$ cat config.mk
export PLATFORM = sky130hd
export DESIGN_NAME = acorn_ad_sequencer
export DESIGN_NICKNAME = d
export VERILOG_FILES = /design/src/rtl/acorn_ad_sequencer.sv
export SDC_FILE = /design/constraint.sdc
export NUM_CORES = 1
export LEC_CHECK = 0
export ABC_AREA = 0
export CAP_MARGIN = 30
export CORE_ASPECT_RATIO = 0.75
export CORE_MARGIN = 5
export CORE_UTILIZATION = 50
export DETAILED_ROUTE_END_ITERATION = 10
export PLACE_DENSITY = 0.82
export REMOVE_ABC_BUFFERS = 1
export SLEW_MARGIN = 20
export SYNTH_ARGS = -nofsm -noshare
export SYNTH_HDL_FRONTEND = slang
export SYNTH_SLANG_ARGS = --single-unit
$ cat constraint.sdc
create_clock -name clk -period 2.29 [get_ports clk]
set_input_delay 0.687 -clock clk [delete_from_list [all_inputs] [get_ports clk]]
set_output_delay 0.687 -clock clk [all_outputs]
set_load 0.01 [all_outputs]
$ cat src/rtl/acorn_ad_sequencer.sv
// ACORN-128 step sequencer: turns a bit-serial AD/plaintext stream
// into per-step (m, ca, cb) beats with padding and ready/valid flow.
module acorn_ad_sequencer #(
  parameter int MAX_LEN  = 1024,
  parameter int LEN_W    = 11,
  parameter int CA_TAIL  = 128,
  parameter int PAD_ZERO = 255,
  parameter int CNT_W    = 12
) (
  input  logic             clk,
  input  logic             rst,
  input  logic             start,
  input  logic [LEN_W-1:0] len,
  input  logic             mode,
  input  logic             din,
  input  logic             din_valid,
  output logic             din_ready,
  output logic             m_bit,
  output logic             ca_bit,
  output logic             cb_bit,
  output logic             step_valid,
  input  logic             step_ready,
  output logic [CNT_W-1:0] step_idx,
  output logic             busy,
  output logic             done,
  output logic             err
);

  typedef enum logic [2:0] {
    IDLE,
    DATA,
    PAD1,
    ZERO,
    DRAIN
  } state_t;

  state_t state, state_n;

  logic [CNT_W-1:0] idx, idx_n;
  logic [LEN_W-1:0] len_q, len_n;
  logic             mode_q, mode_n;
  logic             m_n, ca_n, cb_n;
  logic             sv_n;
  logic [CNT_W-1:0] step_idx_n;
  logic             busy_n, done_n, err_n;

  logic             load;
  logic             len_ok;
  logic [CNT_W-1:0] len_x;
  logic [CNT_W-1:0] last_data;
  logic [CNT_W-1:0] ca_end;
  logic [CNT_W-1:0] last_step;

  assign load      = !step_valid | step_ready;
  assign len_ok    = len <= LEN_W'(MAX_LEN);
  assign len_x     = {{(CNT_W-LEN_W){1'b0}}, len_q};
  assign last_data = len_x - CNT_W'(1);
  assign ca_end    = len_x + CNT_W'(CA_TAIL);
  assign last_step = len_x + CNT_W'(PAD_ZERO);
  assign din_ready = (state == DATA) & load;

  // State, counters, latched request and the single output register
  always_ff @(posedge clk or negedge rst) begin
    if (!rst) begin
      state      <= IDLE;
      idx        <= '0;
      len_q      <= '0;
      mode_q     <= 1'b0;
      m_bit      <= 1'b0;
      ca_bit     <= 1'b0;
      cb_bit     <= 1'b0;
      step_valid <= 1'b0;
      step_idx   <= '0;
      busy       <= 1'b0;
      done       <= 1'b0;
      err        <= 1'b0;
    end else begin
      state      <= state_n;
      idx        <= idx_n;
      len_q      <= len_n;
      mode_q     <= mode_n;
      m_bit      <= m_n;
      ca_bit     <= ca_n;
      cb_bit     <= cb_n;
      step_valid <= sv_n;
      step_idx   <= step_idx_n;
      busy       <= busy_n;
      done       <= done_n;
      err        <= err_n;
    end
  end

  // Next state and next step; a consumed step is dropped unless refilled
  always_comb begin
    state_n    = state;
    idx_n      = idx;
    len_n      = len_q;
    mode_n     = mode_q;
    m_n        = m_bit;
    ca_n       = ca_bit;
    cb_n       = cb_bit;
    sv_n       = step_valid & ~step_ready;
    step_idx_n = step_idx;
    busy_n     = busy;
    done_n     = 1'b0;
    err_n      = 1'b0;
    unique case (state)
      IDLE: begin
        if (start) begin
          if (len_ok) begin
            len_n   = len;
            mode_n  = mode;
            busy_n  = 1'b1;
            idx_n   = '0;
            state_n = (len != '0) ? DATA : PAD1;
          end else begin
            err_n = 1'b1;
          end
        end
      end
      DATA: begin
        if (load && din_valid) begin
          m_n        = din;
          ca_n       = 1'b1;
          cb_n       = ~mode_q;
          sv_n       = 1'b1;
          step_idx_n = idx;
          idx_n      = idx + CNT_W'(1);
          if (idx == last_data) state_n = PAD1;
        end
      end
      PAD1: begin
        if (load) begin
          m_n        = 1'b1;
          ca_n       = idx < ca_end;
          cb_n       = ~mode_q;
          sv_n       = 1'b1;
          step_idx_n = idx;
          idx_n      = idx + CNT_W'(1);
          state_n    = (idx == last_step) ? DRAIN : ZERO;
        end
      end
      ZERO: begin
        if (load) begin
          m_n        = 1'b0;
          ca_n       = idx < ca_end;
          cb_n       = ~mode_q;
          sv_n       = 1'b1;
          step_idx_n = idx;
          idx_n      = idx + CNT_W'(1);
          if (idx == last_step) state_n = DRAIN;
        end
      end
      DRAIN: begin
        if (step_valid && step_ready) begin
          busy_n  = 1'b0;
          done_n  = 1'b1;
          state_n = IDLE;
        end
      end
      default: state_n = IDLE;
    endcase
  end

endmodule

==> impl_metrics.yaml, run 1 <==
critical_path:
  cp.required_ns: 2.49
  crit_slowest_cell: "dfrtp_1"
  reg2reg_slack_ns: -0.18
  startpoint_type: "register"
  end_kind: "register"
  path_cells: "inv_1, ha_1, nor3b_1, buf_4, nand3_2, nand3b_1, and3_1, o22ai_2, o2111ai_2, a32o_2, o2bb2ai_2"
  critical_path.max_fanout: 4
  crit_buf_inv: 2
  cp_slowest_stage_delay_ns: 0.41
  crit_type: "reg2reg"
  critical-path-top-delay-family: "simple AND/OR/NAND/NOR gates"
  crit_arrival_ns: 2.67
sta:
  hold_viol_final: 0
  grt_setup_unrepaired: "true"
  holdWs_ns: 0.359
  slew_headroom: 0.628
  slew_viol_final: 0
  period_needed_ns: 2.47
  finalWorstSetupSlack_ns: -0.179
  finClkSkew_ns: 0.00542
  fmax_mhz: 405
  setup_viol: 3
  fin_crit_sh: 1.08
  tightest_slew_ns: 0.558
run_status:
  violations: "negative setup slack"
  status: "finished, violations left"
global_route:
  grt_pass1_wl_um: 11800
  antenna_found_initial: 0
  grt_pass1_vias: 2470
  grt_max_degree: 25
  grt_overflow: 0
  grtUsageTotal: 0.213
detailed_routing:
  vias: 2582
  drc: 0
  finalWirelength_um: 8060
  routedWlPerCell_um: 17.8
  drt-pass1-iter-count: 6
  first_iter_violations: 172
  ant_nets: 0
  avgViaCountPerCell: 5.71
power:
  peakVddDrop_v: 0.000614
  p_leak_nw: 1.75
  power_density_mw_per_mm2: 764
placed_design:
  port-buffer-count: 37
  detailed_place.area_mm2: 0.00349
  dp_hpwl_um: 5110
  gp_congestion: 0.865
clock_network:
  cts_sinks: 46
  clock_latency_ns: 0.30
  cts_max_path_buffers: 2
  cts_max_level: 2
  clk_pin_slew_ns: 0.09
  cts_tree: "done"
  root_buffer: "clkbuf_8"
  cts_made_buffers: 5
yosys:
  synth_compound_area_frac: 0.129
  postSynthCellCount: 293
  synth_area_mm2: 0.00280
  yosys.area_share.simple: 0.182
  ys_seq_area_frac: 0.411
  netlist-cell-type-count: 48
  synth-main-ff-cell: "dfrtp_1"
  synth.area.mux_share: 0.0634
  async_flop_share: 1.00
  avgSynthCellArea_um2: 9.57
  ys_warn_count: 0
  synth_top_family_by_area: "simple AND/OR/NAND/NOR gates"
  synth_edf_count: 0
  synth_fa_ha_area_frac: 0.0759
  synth_xor_area_frac: 0.0875
  yosys_register_bits: 46
layout:
  n_antenna_cell: 0
  finalInstanceArea_mm2: 0.00389
  drive_gt1_frac: 0.305
  area_growth_syn_to_layout_pct: 38.7
  multi_input_area_mm2: 0.00169
  regArea_mm2: 0.00115
  nFillCells: 387
  final_nets: 411
die:
  dieHeight_um: 74.9
  die-area_mm2: 0.00722
  initial_utilization: 0.521
  core_area_mm2: 0.00538
  num_rows: 23
  die_w_um: 96.5
  io_pins: 38
min_path:
  min_path_type: "in2async"
flow_run:
  max_cap_violations: 0
[report_power, final]
group | total (mW) | internal (mW) | switching, mW
Clock | 0.617 | 0.326 | 0.291
Combinational | 1.22 | 0.623 | 0.599
Sequential | 1.13 | 0.960 | 0.173
[placed cells by master (no fill, tap or decap), types with 3 or more instances in the layout]
| cell | n |
|---|---|
| buf_4 | 49 |
| dfrtp_1 | 45 |
| nand2_1 | 24 |
| clkdlybuf4s50_1 | 24 |
| nor2_1 | 20 |
| inv_1 | 19 |
| ha_1 | 17 |
| xnor2_1 | 15 |
| o21ai_0 | 15 |
| mux2_2 | 14 |
| xor2_1 | 11 |
| nand3_1 | 9 |
| a21oi_1 | 9 |
| nor3_1 | 5 |
| o21a_1 | 5 |
| clkbuf_8 | 5 |
| nor3_2 | 4 |
| nand4_1 | 4 |
| nor4_2 | 3 |
| nor4_1 | 3 |
| o22ai_2 | 3 |
| o21ai_1 | 3 |
| clkdlybuf4s15_1 | 3 |
| clkbuf_2 | 3 |
| dlymetal6s2s_1 | 3 |
| buf_6 | 3 |
[cell usage after synthesis (3+ instances only)]
cell      number  area share
dfrtp_1       46        0.41
nand2_1       25       0.033
nor2_1        21       0.028
inv_1         19       0.025
o21ai_0       18       0.032
ha_1          17       0.076
xnor2_1       17       0.053
mux2_2        14       0.056
a21oi_1       11       0.020
nand3_1       11       0.020
xor2_1        11       0.034
nor3_1         8       0.014
clkbuf_1       7      0.0094
nor4_1         6       0.013
o21a_1         5       0.013
o22ai_1        5       0.011
buf_4          4       0.011
nand4_1        4      0.0089
nor2b_1        3      0.0067
nor3b_1        3      0.0080
or3_1          3      0.0067
[state kept, by name, indices dropped and copies added (netlist names)]
signal      cells
ca_bit          1
err             1
m_bit           1
step_idx       12
busy            1
len_q          11
done            1
state           3
cb_bit          1
mode_q          1
step_valid      1
idx            12
[final timing paths]
| check | start | to | depth (start not counted) |
|---|---|---|---|
| setup / recovery | len_q[0] | state[0] | 11 |
| hold / removal | rst | done | 1 |
| setup reg to reg | len_q[0] | state[0] | 11 |
| hold reg to reg | mode_q | cb_bit | 1 |
| max in group asynchronous | rst | len_q[8] | 2 |
| min in group clk | mode_q | cb_bit | 1 |
[stage by stage]
step	setup TNS [ns]	setup WS (ns)	utilization	std cells	total power, mW
after CTS	-0.116	-0.0613	0.701	448	2.88
after floorplan	-6.37	-0.344	-	279	1.72
after global placement	-9.23	-0.627	0.649	429	2.17
final	-0.392	-0.179	0.723	452	2.97
after global routing	-0.896	-0.350	0.723	452	3.14
after detailed placement	-11.88	-0.747	0.649	429	2.22
[layout make-up]
cell class                 count  area share
clock inverter                 2     0.00965
timing repair buffer          90       0.199
tap                           75      0.0241
multi-input combinational    214       0.434
inverter                      19      0.0183
clock buffer                   6      0.0187
sequential                    46       0.296
[logic make-up (layout without fill, tap and decap cells)]
group,Yosys count,in the layout
buffers and inverters,33,117
DFF,46,46
AOI/OAI and AO/OA,56,56
muxes,16,16
adders and majority gates,17,17
and+or+nand+nor,97,97
xor gates and xnor gates,28,28
[layer usage]
layer / up-vias / GRT usage / part of all wire
met3: 28 / 0.0430 / 0.064
met2: 118 / 0.348 / 0.48
met5: - / 0 / 0
met1: 1242 / 0.288 / 0.43
met4: 0 / 0.0684 / 0.031
li1: 1194 / - / -
[what timing repair did]
item,CTS,global route
setup endpoints to repair,27,11
hold buffers,0,0
gates cloned,0,0
buffers inserted,11,4
resized for setup,34,30
pin swaps,18,13
(Power assumes the default switching activity.)
==> run 2, diff against run 1 <==
--- a/config.mk
+++ b/config.mk
@@ -11,7 +11,7 @@
 export CORE_MARGIN = 5
 export CORE_UTILIZATION = 50
 export DETAILED_ROUTE_END_ITERATION = 10
-export PLACE_DENSITY = 0.82
+export PLACE_DENSITY_LB_ADDON = 0.15
 export REMOVE_ABC_BUFFERS = 1
 export SLEW_MARGIN = 20
 export SYNTH_ARGS = -nofsm -noshare
==> run 2 against run 1 <==
  * The run still ends with negative setup slack left
  * Non-clock buffer count shrank 1
  * Register-to-register slack better by 0.09 ns
  * Combinational power hardly changed
  * Sequential cell count is the same
  * Die area is the same
  * Final area down 0.74%
  * Critical path type unchanged
  * Largest cell class unchanged
  * Largest power group unchanged
  * Highest routed layer unchanged
==> impl_metrics.yaml, run 2 (same netlist as run 1, synthesis figures left out) <==
detailed_routing:
  vias: 2459
  first_iter_violations: 118
  drc: 0
  avgViaCountPerCell: 5.45
  routedWlPerCell_um: 15.8
  ant_nets: 0
  finalWirelength_um: 7110
  drt-pass1-iter-count: 4
critical_path:
  reg2reg_depth: 9
  crit_arrival_ns: 2.58
  startpoint_type: "register"
  reg2reg_slack_ns: -0.09
  crit_type: "reg2reg"
  end_kind: "register"
  critical_path.max_fanout: 3
  r2r_end: "state[0]"
  r2r_start: "len_q[1]"
  cp.required_ns: 2.49
sta:
  slew_headroom: 0.507
  setup_viol: 2
  tightest_slew_ns: 0.739
  slew_viol_final: 0
  period_needed_ns: 2.38
  fin_crit_sh: 1.04
  fmax_mhz: 420
  finClkSkew_ns: 0.00582
  grt_setup_unrepaired: "true"
  hold_viol_final: 0
  setup_tns_ns: -0.164
  finalWorstSetupSlack_ns: -0.0928
clock_network:
  cts_tree: "done"
  cts_max_level: 2
  root_buffer: "clkbuf_8"
  cts_sinks: 46
  clock_latency_ns: 0.31
  cts_made_buffers: 5
  cts_max_path_buffers: 2
  clk_pin_slew_ns: 0.09
power:
  peakVddDrop_v: 0.000630
  total_power_mw: 2.96
  power_density_mw_per_mm2: 766
  p_leak_nw: 1.72
layout:
  nFillCells: 419
  final_nets: 410
  top_regs: "idx x12, step_idx x12, len_q x11"
  drive_gt1_frac: 0.290
  finalNonFillerCells: 451
  n_antenna_cell: 0
  regArea_mm2: 0.00115
  area_growth_syn_to_layout_pct: 37.7
  layout_common_cells: "buf_4, dfrtp_1, clkdlybuf4s50_1"
  multi_input_area_mm2: 0.00168
  mostFrequentLayoutCell: "buf_4"
global_route:
  grt_pass1_wl_um: 11400
  grt_max_degree: 34
  grt_pass1_vias: 2460
  antenna_found_initial: 0
  grt_overflow: 0
  grtUsageTotal: 0.204
die:
  core_area_mm2: 0.00538
  initial_utilization: 0.521
  dieHeight_um: 74.9
  die_w_um: 96.5
  die-area_mm2: 0.00722
  num_rows: 23
  io_pins: 38
run_status:
  status: "finished, violations left"
  violations: "negative setup slack"
placed_design:
  port-buffer-count: 37
  dp_cells: 432
  dp_slack_ns: -0.697
  dp_hpwl_um: 4990
  gp_congestion: 0.890
min_path:
  min_path_type: "in2async"
flow_run:
  max_cap_violations: 0
==> run 2: cell types whose count changed in the layout (fill, tap and decap cells not counted), sizes merged <==
cell / delta
buf: -1
clkbuf: +1
clkdlybuf4s50: +1
dlygate4sd2: -1
dlymetal6s2s: -1
==> run 2: worst max-delay path, stage by stage (launching register included) <==
cell and delay (ns):
dfrtp_1 0.41, buf_6 0.14, nor3_4 0.18, xnor2_1 0.09
or3_4 0.38, a2111oi_4 0.28, o21a_1 0.23, o2111ai_2 0.16
a32o_1 0.30, o2bb2ai_1 0.11
==> run 2: final cells by class <==
cell class,count,share of cell area
clock buffer,6,0.0188
clock inverter,2,0.00972
inverter,19,0.0185
multi-input combinational,214,0.435
sequential,46,0.298
tap,75,0.0243
timing repair buffer,89,0.195
==> run 2: routing by layer <==
metal  GRT usage  vias to the layer above  wire length, µm
met4      0.0560                        0              110
met2       0.319                       58             3150
met5           0                        -                0
met3      0.0410                       18              330
met1       0.291                     1187             3520
li1            -                     1196                -
==> run 2: worst max path at each step <==
| stage | from | endpoint | slack [ns] | cells after the start |
|---|---|---|---|---|
| after detailed placement | len[1] | idx[5] | -0.70 | 9 |
| after floorplan | len[7] | len_q[9] | -0.34 | 4 |
| after CTS | len_q[0] | state[1] | -0.07 | 9 |
| after global placement | len[1] | idx[5] | -0.61 | 9 |
| after global routing | len_q[1] | state[0] | -0.19 | 10 |
| final | len_q[1] | state[0] | -0.09 | 9 |
==> run 2: report_power, final <==
part	internal, mW	total, mW	switching [mW]
combinational	0.630	1.21	0.581
sequential	0.958	1.12	0.167
clock	0.326	0.622	0.296
total	1.91	2.96	1.04
==> run 2: stage by stage <==
step	hold WS (ns)	instance area, µm²	utilization
2_1_floorplan	0.391	2730	-
3_3_place_gp	0.432	3510	0.653
3_5_place_dp	0.456	3510	0.653
4_1_cts	0.455	3720	0.691
5_1_grt	0.487	3860	0.717
6_report	0.432	3860	0.717
==> run 2: timing repair <==
| action | in CTS | in global routing |
|---|---|---|
| hold buffers | 0 | 0 |
| buffers inserted | 6 | 5 |
| gates resized for setup | 28 | 30 |
| pin swaps | 18 | 16 |
| setup endpoints to repair | 13 | 10 |
